### src/rtl/vp_kbd_pkg.sv
// Shared types and key-code translation for the keyboard event queue feeding vp_keymap.
package vp_kbd_pkg;

    typedef struct packed {
        logic       released;
        logic [7:0] ascii;
    } kbd_evt_t;

    typedef enum logic [1:0] {StIdle, StPresent, StWaitAck, StGap} kbd_state_e;

    localparam logic [7:0] KEY_YES   = 8'h11;
    localparam logic [7:0] KEY_NO    = 8'h12;
    localparam logic [7:0] KEY_ENTER = 8'd10;
    localparam logic [7:0] KEY_BKSP  = 8'd8;

    // Set-2 scancode to ascii; the extended bit is masked so E0-prefixed keys alias.
    function automatic logic [7:0] ps2_to_ascii(input logic [8:0] code);
        logic [7:0] a;
        case (code & 9'h0ff)
            9'h045: a = "0";
            9'h016: a = "1";
            9'h01e: a = "2";
            9'h026: a = "3";
            9'h025: a = "4";
            9'h02e: a = "5";
            9'h036: a = "6";
            9'h03d: a = "7";
            9'h03e: a = "8";
            9'h046: a = "9";
            9'h01c: a = "a";
            9'h032: a = "b";
            9'h021: a = "c";
            9'h023: a = "d";
            9'h024: a = "e";
            9'h02b: a = "f";
            9'h034: a = "g";
            9'h033: a = "h";
            9'h043: a = "i";
            9'h03b: a = "j";
            9'h042: a = "k";
            9'h04b: a = "l";
            9'h03a: a = "m";
            9'h031: a = "n";
            9'h044: a = "o";
            9'h04d: a = "p";
            9'h015: a = "q";
            9'h02d: a = "r";
            9'h01b: a = "s";
            9'h02c: a = "t";
            9'h03c: a = "u";
            9'h02a: a = "v";
            9'h01d: a = "w";
            9'h022: a = "x";
            9'h035: a = "y";
            9'h01a: a = "z";
            9'h029: a = " ";
            9'h079: a = "+";
            9'h04e: a = "-";
            9'h07b: a = "-";
            9'h07c: a = "*";
            9'h04a: a = "/";
            9'h055: a = "=";
            9'h01f: a = KEY_YES;
            9'h027: a = KEY_NO;
            9'h05a: a = KEY_ENTER;
            9'h066: a = KEY_BKSP;
            default: a = 8'h00;
        endcase
        return a;
    endfunction

    function automatic logic [7:0] joy_to_ascii(input logic [3:0] idx);
        logic [7:0] a;
        if (idx < 4'd9) begin
            a = 8'h31 + {4'h0, idx};
        end else if (idx == 4'd9) begin
            a = "0";
        end else begin
            a = 8'h00;
        end
        return a;
    endfunction

endpackage

### src/rtl/vp_kbd_fifo.sv
// Synchronous event FIFO; push/pop are guarded so level never wraps.
module vp_kbd_fifo
    import vp_kbd_pkg::*;
#(
    parameter int unsigned DEPTH = 8
) (
    input  logic                     clk_i,
    input  logic                     res_i,
    input  logic                     push_i,
    input  kbd_evt_t                 data_i,
    input  logic                     pop_i,
    output kbd_evt_t                 head_o,
    output logic                     full_o,
    output logic                     empty_o,
    output logic [$clog2(DEPTH):0]   level_o
);

    localparam int unsigned PtrW   = $clog2(DEPTH);
    localparam int unsigned LevelW = PtrW + 1;

    kbd_evt_t              mem_q [DEPTH];
    logic [PtrW-1:0]       wr_ptr_q;
    logic [PtrW-1:0]       rd_ptr_q;
    logic [LevelW-1:0]     level_q;
    logic                  do_push;
    logic                  do_pop;

    assign empty_o = (level_q == '0);
    assign full_o  = (level_q == LevelW'(DEPTH));
    assign do_pop  = pop_i & ~empty_o;
    // A pop in the same cycle frees the slot a full FIFO needs for the push.
    assign do_push = push_i & (~full_o | do_pop);

    always_ff @(posedge clk_i) begin
        if (res_i) begin
            wr_ptr_q <= '0;
            rd_ptr_q <= '0;
            level_q  <= '0;
        end else begin
            if (do_push) wr_ptr_q <= wr_ptr_q + PtrW'(1);
            if (do_pop)  rd_ptr_q <= rd_ptr_q + PtrW'(1);
            if (do_push && !do_pop) begin
                level_q <= level_q + LevelW'(1);
            end else if (!do_push && do_pop) begin
                level_q <= level_q - LevelW'(1);
            end
        end
    end

    always_ff @(posedge clk_i) begin
        if (do_push) mem_q[wr_ptr_q] <= data_i;
    end

    assign head_o  = empty_o ? '0 : mem_q[rd_ptr_q];
    assign level_o = level_q;

endmodule

### src/rtl/vp_kbd_event_queue.sv
// Merges PS/2 and gamepad-numpad key events into a queue and hands them to vp_keymap
// one at a time with a strobe/ack handshake and an ack timeout.
module vp_kbd_event_queue
    import vp_kbd_pkg::*;
#(
    parameter int unsigned DEPTH       = 8,
    parameter int unsigned ACK_TIMEOUT = 4096,
    parameter int unsigned GAP_CYCLES  = 4
) (
    input  logic                     clk_i,
    input  logic                     res_i,
    input  logic [10:0]              ps2_key_i,
    input  logic [9:0]               joy_numpad_i,
    output logic                     rx_data_ready_o,
    output logic [7:0]               rx_ascii_o,
    output logic                     rx_released_o,
    input  logic                     rx_read_i,
    output logic                     overflow_o,
    output logic [$clog2(DEPTH):0]   level_o
);

    localparam int unsigned CntMax = (ACK_TIMEOUT > GAP_CYCLES) ? ACK_TIMEOUT : GAP_CYCLES;
    localparam int unsigned CntW   = $clog2(CntMax + 1);
    localparam logic [CntW-1:0] TimeoutLast = CntW'(ACK_TIMEOUT - 1);
    localparam logic [CntW-1:0] GapLast     = CntW'(GAP_CYCLES - 1);

    logic            toggle_q;
    logic            ps2_evt_q;
    logic [9:0]      ps2_code_q;
    logic [9:0]      joy_in_q;
    logic [9:0]      joy_q;
    logic            overflow_q;
    kbd_state_e      state_q;
    logic [CntW-1:0] cnt_q;
    logic            ready_q;

    logic [7:0]      ps2_ascii;
    logic            ps2_valid;
    logic [9:0]      joy_diff;
    logic [3:0]      joy_idx;
    logic            joy_take;
    logic            ovf_set;
    logic            push;
    logic            pop;
    logic            can_push;
    kbd_evt_t        push_evt;
    kbd_evt_t        head;
    logic            fifo_full;
    logic            fifo_empty;

    assign ps2_ascii = ps2_to_ascii(ps2_code_q[8:0]);
    assign ps2_valid = ps2_evt_q && (ps2_ascii != 8'h00);
    assign joy_diff  = joy_in_q ^ joy_q;

    always_comb begin
        joy_idx = '0;
        for (int i = 9; i >= 0; i--) begin
            if (joy_diff[i]) joy_idx = 4'(i);
        end
    end

    assign pop = ((state_q == StPresent) && rx_read_i) ||
                 ((state_q == StWaitAck) && (rx_read_i || (cnt_q == TimeoutLast)));
    assign can_push = ~fifo_full | pop;

    // PS/2 has priority and is lossy on full; joystick changes stay pending in joy_q.
    always_comb begin
        push     = 1'b0;
        push_evt = '0;
        joy_take = 1'b0;
        ovf_set  = 1'b0;
        if (ps2_valid) begin
            push     = can_push;
            ovf_set  = ~can_push;
            push_evt = '{released: ~ps2_code_q[9], ascii: ps2_ascii};
        end else if ((joy_diff != '0) && can_push) begin
            push     = 1'b1;
            joy_take = 1'b1;
            push_evt = '{released: ~joy_in_q[joy_idx], ascii: joy_to_ascii(joy_idx)};
        end
    end

    always_ff @(posedge clk_i) begin
        if (res_i) begin
            toggle_q   <= ps2_key_i[10];
            ps2_evt_q  <= 1'b0;
            ps2_code_q <= '0;
            joy_in_q   <= '0;
            joy_q      <= '0;
            overflow_q <= 1'b0;
        end else begin
            toggle_q   <= ps2_key_i[10];
            ps2_evt_q  <= ps2_key_i[10] ^ toggle_q;
            ps2_code_q <= ps2_key_i[9:0];
            joy_in_q   <= joy_numpad_i;
            if (joy_take) joy_q[joy_idx] <= joy_in_q[joy_idx];
            if (ovf_set)  overflow_q <= 1'b1;
        end
    end

    always_ff @(posedge clk_i) begin
        if (res_i) begin
            state_q <= StIdle;
            cnt_q   <= '0;
            ready_q <= 1'b0;
        end else begin
            ready_q <= 1'b0;
            unique case (state_q)
                StIdle: begin
                    if (!fifo_empty) begin
                        state_q <= StPresent;
                        ready_q <= 1'b1;
                    end
                end
                StPresent: begin
                    cnt_q   <= '0;
                    state_q <= rx_read_i ? StGap : StWaitAck;
                end
                StWaitAck: begin
                    if (rx_read_i || (cnt_q == TimeoutLast)) begin
                        cnt_q   <= '0;
                        state_q <= StGap;
                    end else begin
                        cnt_q <= cnt_q + CntW'(1);
                    end
                end
                StGap: begin
                    if (cnt_q == GapLast) begin
                        cnt_q   <= '0;
                        state_q <= StIdle;
                    end else begin
                        cnt_q <= cnt_q + CntW'(1);
                    end
                end
                default: state_q <= StIdle;
            endcase
        end
    end

    vp_kbd_fifo #(
        .DEPTH (DEPTH)
    ) u_fifo (
        .clk_i   (clk_i),
        .res_i   (res_i),
        .push_i  (push),
        .data_i  (push_evt),
        .pop_i   (pop),
        .head_o  (head),
        .full_o  (fifo_full),
        .empty_o (fifo_empty),
        .level_o (level_o)
    );

    assign rx_data_ready_o = ready_q;
    assign rx_ascii_o      = head.ascii;
    assign rx_released_o   = head.released;
    assign overflow_o      = overflow_q;

endmodule
### config.mk
export PLATFORM = sky130hd
export DESIGN_NAME = vp_kbd_event_queue
export DESIGN_NICKNAME = d
export VERILOG_FILES = /design/src/rtl/vp_kbd_pkg.sv /design/src/rtl/vp_kbd_fifo.sv /design/src/rtl/vp_kbd_event_queue.sv
export SDC_FILE = /design/constraint.sdc
export NUM_CORES = 1
export LEC_CHECK = 0
export BUFFER_PORTS_ARGS = -buffer_cell sky130_fd_sc_hd__buf_2
export CAP_MARGIN = 25
export CORE_MARGIN = 2
export CORE_UTILIZATION = 55
export CTS_CLUSTER_DIAMETER = 80
export DETAILED_ROUTE_END_ITERATION = 8
export GPL_TIMING_DRIVEN = 0
export HOLD_SLACK_MARGIN = 0.05
export PLACE_DENSITY = 0.73
export SLEW_MARGIN = 30
export SYNTH_ARGS = -nofsm -noshare
export SYNTH_HDL_FRONTEND = slang
export SYNTH_SLANG_ARGS = --single-unit
export TNS_END_PERCENT = 50
### constraint.sdc
create_clock -name clk_i -period 6.6 [get_ports clk_i]
set_clock_uncertainty 0.1 [all_clocks]
set_input_delay 0.66 -clock clk_i [delete_from_list [all_inputs] [get_ports clk_i]]
set_output_delay 0.66 -clock clk_i [all_outputs]
set_load 0.05 [all_outputs]
== Word-level counts from Yosys, hierarchy flattened ==
Memories as Yosys holds them, arrays and structs flattened. A register that Yosys moved wholly into a read port is not among the register bits.
Index checks and enable logic that the tools add are counted.
Storage, ports and cells
  bits in writable memories: 72
  ROM bits: 896
  input port bits: 24
  logic and storage cells: 106
  register bits after elaboration: 59
  output and inout port bits: 15
  memories kept: 2
Memory list
  (no name shown): depth 128, bits a word 7, read ports 1, clocked after Yosys merged registers in 1, write ports 0, line vp_kbd_pkg.sv:19  | case (code & 9'h0ff)
  u_fifo.mem_q: depth 8, bits a word 9, read ports 1, clocked after Yosys merged registers in 1, write ports 1, line vp_kbd_fifo.sv:21  | kbd_evt_t mem_q [DEPTH];
Cells by class
  bitwise logic cells: 12
  magnitude comparators: 3
  add/subtract/negate cells: 6
  mux-type cells: 41
  reduce and logical (&&, ||, !) cells: 20
  eq/ne operators: 10
Operators by type and width (count)
  $mux 4: 12
  $pmux 13 s3: 1
  $mux 9: 3
  $mux 13: 2
  $mux 7: 2
  $add 13x1->13 const B: 1
  $eq 13x12->1 const B: 1
  $eq 13x2->1 const B: 1
  $bwmux 10: 1
  $mux 1: 10
  $reduce_bool 10->1: 1
  $xor 10x10->10: 1
  $eq 4x4->1 const B: 2
  $mux 8: 1
  $pmux 2 s4: 1
  $reduce_bool 8->1: 1
  $add 6x4->7 const A: 1
  $logic_and 1x1->1: 7
  $add 3x1->3 const B: 2
  $mux 2: 3
  $mux 3: 2
  $mux 6: 1
  $not 1->1: 6
  $lt 4x5->1 const B: 1
  21 further kinds: 28

== Logic depth before layout (Yosys ltp) ==
Gate-level depths: netlist (run 1).
  depth after elaboration: 16
  depth in mapped cells: 14
  depth with buffers taken out: 14

== By module ==
Synthesis (run 1) repeated with hierarchy kept, for this count alone.
Second synthesis, totals
  cells, all modules: 653
  area total of the unflattened synthesis: 6955.4 um^2
By module, submodules not included
  vp_kbd_event_queue: area an instance 3560.9 um^2, cells each 467, sequential area each 960.9 um^2, times used 1
  vp_kbd_fifo: area an instance 3394.5 um^2, cells each 186, sequential area each 2422.3 um^2, times used 1

== Worst setup path after synthesis (run 1) ==
OpenSTA, ideal clock, no wires.
  path kind: reg2reg
  from: register cnt_q[0]
  to: register u_fifo.level_q[3] (netlist: u_fifo.level_o[3])
  cell stages (with the launch flop): 15
  path buffers: 0
  arrival: 3003 ps
  period minus slack after synthesis: 3174 ps
  setup time: 71 ps
  data required time: 6429 ps
  path slack: 3426 ps
  cells stage by stage: dfxtp_1 ha_1 nand3_2 or4_4 o21ai_4 a21oi_4 nor2_1 ha_1 inv_1 ha_1 a21o_1 a21oi_1 xnor2_1 or3_1 a21oi_1
Between the ends
  word-level cells in the longest chain between the ends: 12
  elaborated cells on any way between the ends: 17
  classes of those cells: 1 x eq/ne; 3 x mux; 4 x bitwise; 9 x reduce/logical
Ends and longest elaborated chain
  from (decl): line vp_kbd_event_queue.sv:34  | logic [CntW-1:0] cnt_q;
  from (signal assigned): line vp_kbd_event_queue.sv:124  | cnt_q <= cnt_q + CntW'(1);
  from (signal assigned): line vp_kbd_event_queue.sv:132  | cnt_q <= cnt_q + CntW'(1);
  $eq 13x12->1 (*): line vp_kbd_event_queue.sv:63  | ((state_q == StWaitAck) && (rx_read_i || (cnt_q == TimeoutLast)));
  $logic_or 1x1->1 (*): line vp_kbd_event_queue.sv:63
  $logic_and 1x1->1 (*): line vp_kbd_event_queue.sv:63
  $logic_or 1x1->1 (*): line vp_kbd_event_queue.sv:62  | assign pop = ((state_q == StPresent) && rx_read_i) ||
  $or 1x1->1: line vp_kbd_event_queue.sv:64  | assign can_push = ~fifo_full | pop;
  $logic_and 1x1->1: line vp_kbd_event_queue.sv:76  | end else if ((joy_diff != '0) && can_push) begin
  $mux 1: line vp_kbd_event_queue.sv:76
  $mux 1: line vp_kbd_event_queue.sv:72  | if (ps2_valid) begin
  $and 1x1->1 (*): line vp_kbd_fifo.sv:32  | assign do_push = push_i & (~full_o | do_pop);
  net u_fifo.do_push: line vp_kbd_fifo.sv:25  | logic do_push;
  $logic_not 1->1: line vp_kbd_fifo.sv:44  | end else if (!do_push && do_pop) begin
  $logic_and 1x1->1: line vp_kbd_fifo.sv:44
  $reduce_bool 2->1 (no line)
  to (signal assigned): line vp_kbd_fifo.sv:43  | level_q <= level_q + LevelW'(1);
  to (signal assigned): line vp_kbd_fifo.sv:45  | level_q <= level_q - LevelW'(1);
  to (decl): line vp_kbd_fifo.sv:24  | logic [LevelW-1:0] level_q;
Mark *: on every way through the listed nets, which the timed path passes. The rest lies on a longest branch.
A chain may end at the register's enable or synchronous reset.

== Worst setup path after layout (run 1) ==
  from: register joy_q[2]
  to: register u_fifo.level_q[3] (netlist: u_fifo.level_o[3])
Between the ends
  word-level cells in the longest chain between the ends: 9
  elaborated cells on any way between the ends: 11
  classes of those cells: 3 x mux; 2 x bitwise; 6 x reduce/logical
Ends and longest elaborated chain
  from (decl): line vp_kbd_event_queue.sv:31  | logic [9:0] joy_q;
  from (signal, indexed assignment): line vp_kbd_event_queue.sv:96  | if (joy_take) joy_q[joy_idx] <= joy_in_q[joy_idx];
  $xor 10x10->10 (*): line vp_kbd_event_queue.sv:53  | assign joy_diff = joy_in_q ^ joy_q;
  $reduce_bool 10->1 (*): line vp_kbd_event_queue.sv:76
  $logic_and 1x1->1 (*): line vp_kbd_event_queue.sv:76
  $mux 1 (*): line vp_kbd_event_queue.sv:76
  $mux 1 (*): line vp_kbd_event_queue.sv:72
  $and 1x1->1 (*): line vp_kbd_fifo.sv:32
  net u_fifo.do_push: line vp_kbd_fifo.sv:25
  $logic_not 1->1: line vp_kbd_fifo.sv:44
  $logic_and 1x1->1: line vp_kbd_fifo.sv:44
  $reduce_bool 2->1 (no line)
Marks and branches as above.

==> results of run 1 <==
per-layer routing:
layer / vias up / global-route usage [%]
met5: - / 0
met4: 0 / 8.94
met3: 24 / 5.66
met2: 191 / 43.9
met1: 2579 / 34.4
li1: 2527 / -
state kept, by name (all words and copies together), names as in the netlist, named ones only:
| signal | count |
|---|---|
| rx_data_ready_o | 1 |
| ps2_evt_q | 1 |
| u_fifo.mem_q | 64 |
| joy_q | 10 |
| u_fifo.level_o | 4 |
| ps2_code_q | 2 |
| cnt_q | 13 |
| overflow_o | 1 |
| joy_in_q | 10 |
| u_fifo.rd_ptr_q | 3 |
| u_fifo.wr_ptr_q | 3 |
| toggle_q | 1 |
| state_q | 2 |
worst max-delay path: cells and delay by family (launching register included):
| kind | cells | cell delay, ns |
|---|---|---|
| buf+inv | 1 | 0.12 |
| xor+xnor | 2 | 0.48 |
| fa+ha+maj | 2 | 0.45 |
| simple gates | 5 | 1.57 |
| flops | 1 | 0.37 |
| compound gates | 3 | 0.49 |
report_power, final:
part | internal, mW | total [mW] | switching (mW)
combinational | 0.390 | 1.20 | 0.806
sequential | 1.04 | 1.12 | 0.0809
clock | 0.679 | 1.03 | 0.356
total | 2.11 | 3.35 | 1.24
synth_stat cells (all sizes together) (3+ instances only):
cell type / count / share of area (%)
nor4b: 3 / 0.48
and3: 8 / 0.74
a31oi: 11 / 1.0
a21oi: 35 / 2.8
ha: 22 / 4.1
mux2i: 16 / 2.4
a2111oi: 3 / 0.39
and2: 5 / 0.47
clkbuf: 24 / 1.3
o211ai: 5 / 0.56
a22oi: 3 / 0.33
nand2b: 15 / 1.4
a21o: 6 / 0.67
nand2: 48 / 2.7
nor3: 17 / 1.3
dfxtp: 61 / 18
mux4: 17 / 5.7
mux2: 3 / 0.50
o31ai: 3 / 0.33
nor4: 7 / 0.74
a22o: 10 / 1.3
buf: 10 / 0.74
inv: 25 / 1.4
a311oi: 8 / 1.0
o21ai: 34 / 2.7
nor2: 51 / 2.8
xnor2: 16 / 2.3
nand3: 23 / 1.8
nor2b: 25 / 2.3
a211oi: 10 / 1.1
or3: 3 / 0.28
a41oi: 3 / 0.39
xor2: 10 / 1.3
edfxtp: 64 / 29
or4: 4 / 0.56
cell type report:
cell class                 count  area, sq um
tap                          147          184
multi-input combinational    463         3360
fill                         950         4220
clock buffer                  18          429
sequential                   125         3140
inverter                      25         93.8
timing repair buffer          33          165
clock inverter                14          230
buffer                        34          140
cells by family (layout without fill, tap and decap cells):
logic type | after synthesis | count (layout) | share of synthesized area, %
mux | 36 | 36 | 8.58
buf+inv | 59 | 124 | 3.48
simple gates | 216 | 216 | 16.3
fa+ha+maj | 23 | 23 | 4.39
xor+xnor | 26 | 26 | 3.61
flops | 125 | 125 | 46.7
other cells | 1 | 1 | 0.0558
compound gates | 161 | 161 | 16.9
worst max-delay path by stage:
stage,from,end,slack [ns]
after global placement,res_i,flop,2.61
after CTS,joy_q[2],u_fifo.level_o[3],2.97
after detailed placement,res_i,flop,2.68
after global routing,joy_q[0],u_fifo.level_o[3],2.56
after floorplan,cnt_q[0],u_fifo.level_o[3],3.43
final,joy_q[2],u_fifo.level_o[3],2.94
==> summary.txt, run 1 <==
Setup path
  – Crit-path max FO: 8
  – Startpoint Class: flop
  – Max incr delay on CP: between 0.4 and 0.5 ns
  – Crit Path Class: flop to flop
  – CP arrival: approximately 3.9 ns
  – Worst reg-to-reg setup slack: 2.94 ns
  – Crit path max-delay cell type: nor4_2
  – Required @ worst endpoint: about 7 ns
  – Reg2Reg Depth: 13
  – Crit end category: flop
  – RR Endpoint: u_fifo.level_o[3]
  – CP cell instances: xnor2_2 > nand4_1 > nor4_2 > and2_1 > nor2_1 > ha_1 > inv_1 > ha_1 > a21o_1 > a21oi_1 > xnor2_1 > or3_1 > a21oi_1
  – Reg-to-reg critical path startpoint: joy_q[2]

Logic synthesis
  – Post-synthesis sequential area ratio: about 47%
  – Synthesized flop and latch total: ~130
  – EDFF count, synth: 64
  – Ys flop type: edfxtp_1
  – Synthesized area: about 6700 sq um
  – Synth Area per Inst: approximately 10 sq um
  – Asr flop ratio synth: 0%
  – Post-synth cell types: 74
  – Synth Net Count: between 600 and 700
  – Warnings, synthesis: 0
  – Cells after synthesis: approximately 650

Min path
  – WHS Endpoint: toggle_q
  – Hold Path Origin: ps2_key_i[10]
  – Hold-critical path depth: 1
  – Hold Path Class: input port to flop

Clock network
  – Htree depth: 4
  – CTS resizes: 0
  – Clock sink count: between 100 and 150
  – CTS tree: yes
  – CTS max path bufs: 2
  – Post-CTS Hold Fix Bufs: 0
  – TritonCTS Buffers: 17
  – Clk_lat worst skew: between 0.4 and 0.5 ns
  – Clk pin slew, worst setup/hold paths: 0.05 ns
  – Post-CTS Setup Bufs: 0
  – Root buffer cell: clkbuf_16

Drt
  – Post-route DRC: 0
  – Initial DRC count: 549
  – Via count: 5321
  – Routed length per instance: about 19 microns
  – Top Layer Used: met4
  – Number of vias per cell: 6.19
  – Met1 Wirelength: roughly 7000 microns
  – Routed Antenna Nets: 0
  – First-pass DRT Iterations: 5
  – DR WL met3: a little under 900 microns
  – Routed wire length: between 15000 and 20000 microns
  – Met2 Wirelength: between 8000 and 9000 microns

Layout
  – Area growth syn-to-layout: 15.1%
  – Antenna cells: 0
  – Ratio of cells with drive above 1 in the final layout: 15.0%
  – Final #Nets: 746
  – Post-Layout Cell Count: approximately 860
  – Final core utilization: between 60% and 70%
  – Final Cell Area: between 7000 and 8000 sq um
  – Commonest non-fill, non-tap cell in the layout: edfxtp_1
  – Most frequent cells in the layout: edfxtp_1 (64), dfxtp_1 (61), nor2_1 (51)

STA
  – Crit path time final: roughly 3.7 ns
  – Final worst-path cycle share: between 50% and 60%
  – Fmax: roughly 270 MHz
  – Worst Tran Pin Value: between 0.8 and 0.9 ns
  – Max Slew Vio Count: 0
  – Setup WS post-layout: between 2 and 3 ns
  – Setup TNS: 0 ns
  – Final hold vios: 0
  – RSZ-0062 raised after global routing: no
  – Final setup fails: 0
  – Relative slew slack: about two fifths
  – WHS: about 0.27 ns

GRT
  – Vias in the first global route: ~5300
  – Congestion Overflow GR: 0
  – Total GRT Usage: between 20% and 30%
  – Initial antenna violation count: 0
  – Largest net degree at the start of global routing: 17
  – Global-route wire length before repair: 26800 microns

Pwr
  – Pwr/cell area: roughly 430 nW/um^2
  – Power, Total: approximately 3.4 mW
  – VDD IR max: around 230 uV
  – Leakage: roughly 2.8 nW

Placement
  – Dpl cells: 827
  – Number of buffers added on ports: 33
  – GPL Wtd Cong: roughly 0.94
  – Pre-CTS WS: roughly 2.7 ns
  – DP HPWL: between 10000 and 15000 microns
  – Area after DPL: between 7000 and 8000 sq um

Floorplanning
  – Die Width: around 110 microns
  – Number of cell rows: 40
  – Core Box Area: approximately 12000 sq um
  – Num ports: 39
  – DIE AREA: 13100 sq um
  – Initial Util: 56.2%
  – Die Height: 115 microns

Outcome
  – Outcome: completed

Run
  – Max cap viols: 0
Note: power is estimated with default switching activity, not from simulation.
==> inputs of run 2 (changes only) <==
--- a/config.mk
+++ b/config.mk
@@ -13,7 +13,7 @@
 export DETAILED_ROUTE_END_ITERATION = 8
 export GPL_TIMING_DRIVEN = 0
 export HOLD_SLACK_MARGIN = 0.05
-export PLACE_DENSITY = 0.73
+export PLACE_DENSITY = 0.76
 export SLEW_MARGIN = 30
 export SYNTH_ARGS = -nofsm -noshare
 export SYNTH_HDL_FRONTEND = slang
==> constraint.sdc (replaced) <==
create_clock -name clk_i -period 3.07 [get_ports clk_i]
set_clock_uncertainty 0.1 [all_clocks]
set_input_delay 0.307 -clock clk_i [delete_from_list [all_inputs] [get_ports clk_i]]
set_output_delay 0.307 -clock clk_i [all_outputs]
set_load 0.05 [all_outputs]
==> summary.txt, run 2 (same netlist as run 1, synthesis figures left out) <==
Setup path
  – Crit path max-delay cell type: or4_4
  – CP arrival: 3.37 ns (-0.53 ns)
  – Max incr delay on CP: 0.54 ns (+0.05 ns)
  – Required @ worst endpoint: 3.32 ns (-3.52 ns)
  – WP buf/inv: 1 (unchanged)
  – Crit Path Class: flop to flop
  – Startpoint Class: flop
  – Gate family responsible for the most delay along the worst path: simple AND/OR/NAND/NOR gates
  – Crit-path max FO: 6 (-2)
  – Crit end category: flop
  – CP cell instances: or4_4 > o41ai_4 > and2_4 > nor2_4 > ha_4 > inv_2 > ha_1 > a21o_1 > a21oi_2 > xnor2_1 > or3_1 > a21oi_1

Pwr
  – Logic pwr share: 38.1% (+2.4 points)
  – Sw Ratio: 38.7% (+1.6 points)
  – Clock share of power: 27.9% (-3.0 points)
  – Leakage: 2.91 nW (+3.2%)
  – VDD IR max: 462 uV (+97%)
  – Psw: 2.75 mW (+120%)
  – Pwr/cell area: 889 nW/um^2 (+110%)
  – Sequential Power Share: 34.0% (+0.5 points)
  – Internal power: 4.37 mW (+110%)

Min path
  – Hold Path Class: input port to flop

Layout
  – Commonest non-fill, non-tap cell in the layout: edfxtp_1
  – Antenna cells: 0 (unchanged)
  – Register Area: 3150 sq um (+0.36%)
  – Ratio of cells with drive above 1 in the final layout: 19.6% (+4.6 points)
  – Multi-input gate area: 3490 sq um (+3.8%)
  – Final #Nets: 767 (+2.8%)
  – Area growth syn-to-layout: 19.1%
  – Post-Layout Cell Count: 880 (+2.4%)
  – Most frequent cells in the layout: edfxtp_1 (64), dfxtp_1 (56), nand2_1 (45)
  – Biggest register: u_fifo.mem_q
  – Final core utilization: 67.0% (+2.2 points)
  – Largest register FFs: 64 (unchanged)
  – FILL cells: 896 (-5.7%)
  – Biggest regs: u_fifo.mem_q (64), cnt_q (13)

Drt
  – Routed Antenna Nets: 0 (unchanged)
  – Post-route DRC: 0 (unchanged)
  – Via count: 5492 (+3.2%)
  – Initial DRC count: 515 (-6.2%)
  – Number of vias per cell: 6.24 (+0.75%)
  – Routed length per instance: 18.5 microns (-1.2%)
  – Routed wire length: 16300 microns (+1.2%)
  – First-pass DRT Iterations: 6 (+1)

GRT
  – Total GRT Usage: 26.3% (-0.13 points)
  – Vias in the first global route: 5377 (+2.0%)
  – Initial antenna violation count: 0 (unchanged)
  – Global-route wire length before repair: 26700 microns (-0.34%)
  – Largest net degree at the start of global routing: 17 (unchanged)
  – Congestion Overflow GR: 0 (unchanged)

Clock network
  – Clk pin slew, worst setup/hold paths: 0.06 ns (about the same)
  – CTS max path bufs: 2 (unchanged)
  – CTS tree: yes
  – Clock sink count: 125 (unchanged)
  – Htree depth: 4 (unchanged)
  – Clk_lat worst skew: 0.42 ns (about the same)
  – TritonCTS Buffers: 17 (unchanged)
  – Root buffer cell: clkbuf_16

STA
  – Final hold vios: 0 (unchanged)
  – Relative slew slack: 53.5% (+12 points)
  – Worst Tran Pin Value: 0.698 ns (-0.182 ns)
  – Fmax: 320 MHz (+17%)
  – Final worst-path cycle share: 102% (+46 points)
  – Max Slew Vio Count: 0 (unchanged)
  – Setup WS post-layout: -0.0515 ns (-2.99 ns)
  – RSZ-0062 raised after global routing: yes
  – Crit path time final: 3.12 ns (-0.539 ns)
  – Final setup fails: 1 (+1)

Placement
  – Dpl cells: 827 (unchanged)
  – DP HPWL: 11000 microns (-0.78%)
  – GPL Wtd Cong: 0.943 (+0.19%)
  – Number of buffers added on ports: 33 (unchanged)

Floorplanning
  – Initial Util: 56.2% (unchanged)
  – Die Width: 115 microns (unchanged)
  – Number of cell rows: 40 (unchanged)
  – Die Height: 115 microns (unchanged)
  – Num ports: 39 (unchanged)
  – DIE AREA: 13100 sq um (unchanged)
  – Core Box Area: 12000 sq um (unchanged)

Outcome
  – Outcome: complete, but fails checks
  – Failing checks: setup timing

Run
  – Max cap viols: 0 (unchanged)
run 2: changes by cell type in the layout (fill, tap and decap cells not counted), moves of 4 or more:
cell	before	now
dlygate4sd3_1	0	13
buf_4	2	10
nor2_1	51	44
nor2_2	0	6
clkbuf_1	25	20
dfxtp_1	61	56
clkbuf_2	0	4
run 2: per-stage QoR:
stage	setup TNS [ns]	worst slack (ns)	instance area [sq um]	hold WS (ns)	power (mW)
after floorplan	0	0.0250	6740	0.235	4.32
after global placement	-11.77	-0.631	7090	0.338	4.85
after detailed placement	-10.59	-0.576	7100	0.343	4.97
after CTS	-0.154	-0.154	7940	0.237	7.05
after global routing	-1.36	-0.174	8010	0.293	7.48
final	-0.0515	-0.0515	8010	0.259	7.13
run 2: path summary, 6_finish.rpt:
check	start	end	slack, ns	depth (start not counted)
max reg2reg	flop	u_fifo.level_o[3]	-0.05	12
min	rx_read_i	state_q[0]	0.26	3
min reg2reg	cnt_q[5]	cnt_q[5]	0.38	1
max	flop	u_fifo.level_o[3]	-0.05	12
run 2: what timing repair did:
item,4_1_cts,5_1_grt
buffers inserted,7,2
hold endpoints to repair,13,0
resized for setup,22,17
setup endpoints to repair,83,45
cloned,0,0
hold buffers,13,0
pin swaps,7,2
run 2: final cells by class:
type,instances,area share (%)
Timing Repair Buffer,55,4.58
Inverter,25,1.17
Clock inverter,14,1.97
Clock buffer,18,5.36
Buffer,33,1.76
Tap cell,147,2.30
Multi-Input combinational cell,463,43.5
Sequential cell,125,39.4
run 2: per-layer routing:
layer	global-route usage [%]	share of wire, %
met2	44.4	50
met3	5.08	5.1
met5	0	0
met1	33.1	43
met4	10.8	2.2
run 2: worst reg2reg max path: stages (launching register included):
cell     delay (ns)
dfxtp_1        0.32
or4_4          0.54
o41ai_4        0.41
and2_4         0.27
nor2_4         0.06
ha_4           0.17
inv_2          0.07
ha_1           0.22
a21o_1         0.19
a21oi_2        0.15
xnor2_1        0.08
or3_1          0.30
a21oi_1        0.15
run 2: power by group through the flow:
stage / logic [mW] / clock network, mW / registers (mW)
3_3_place_gp: 2.44 / 0 / 2.42
2_1_floorplan: 1.84 / 0 / 2.48
5_1_grt: 2.95 / 2.09 / 2.45
3_5_place_dp: 2.53 / 0 / 2.44
4_1_cts: 2.64 / 2.00 / 2.41
6_report: 2.72 / 1.99 / 2.42
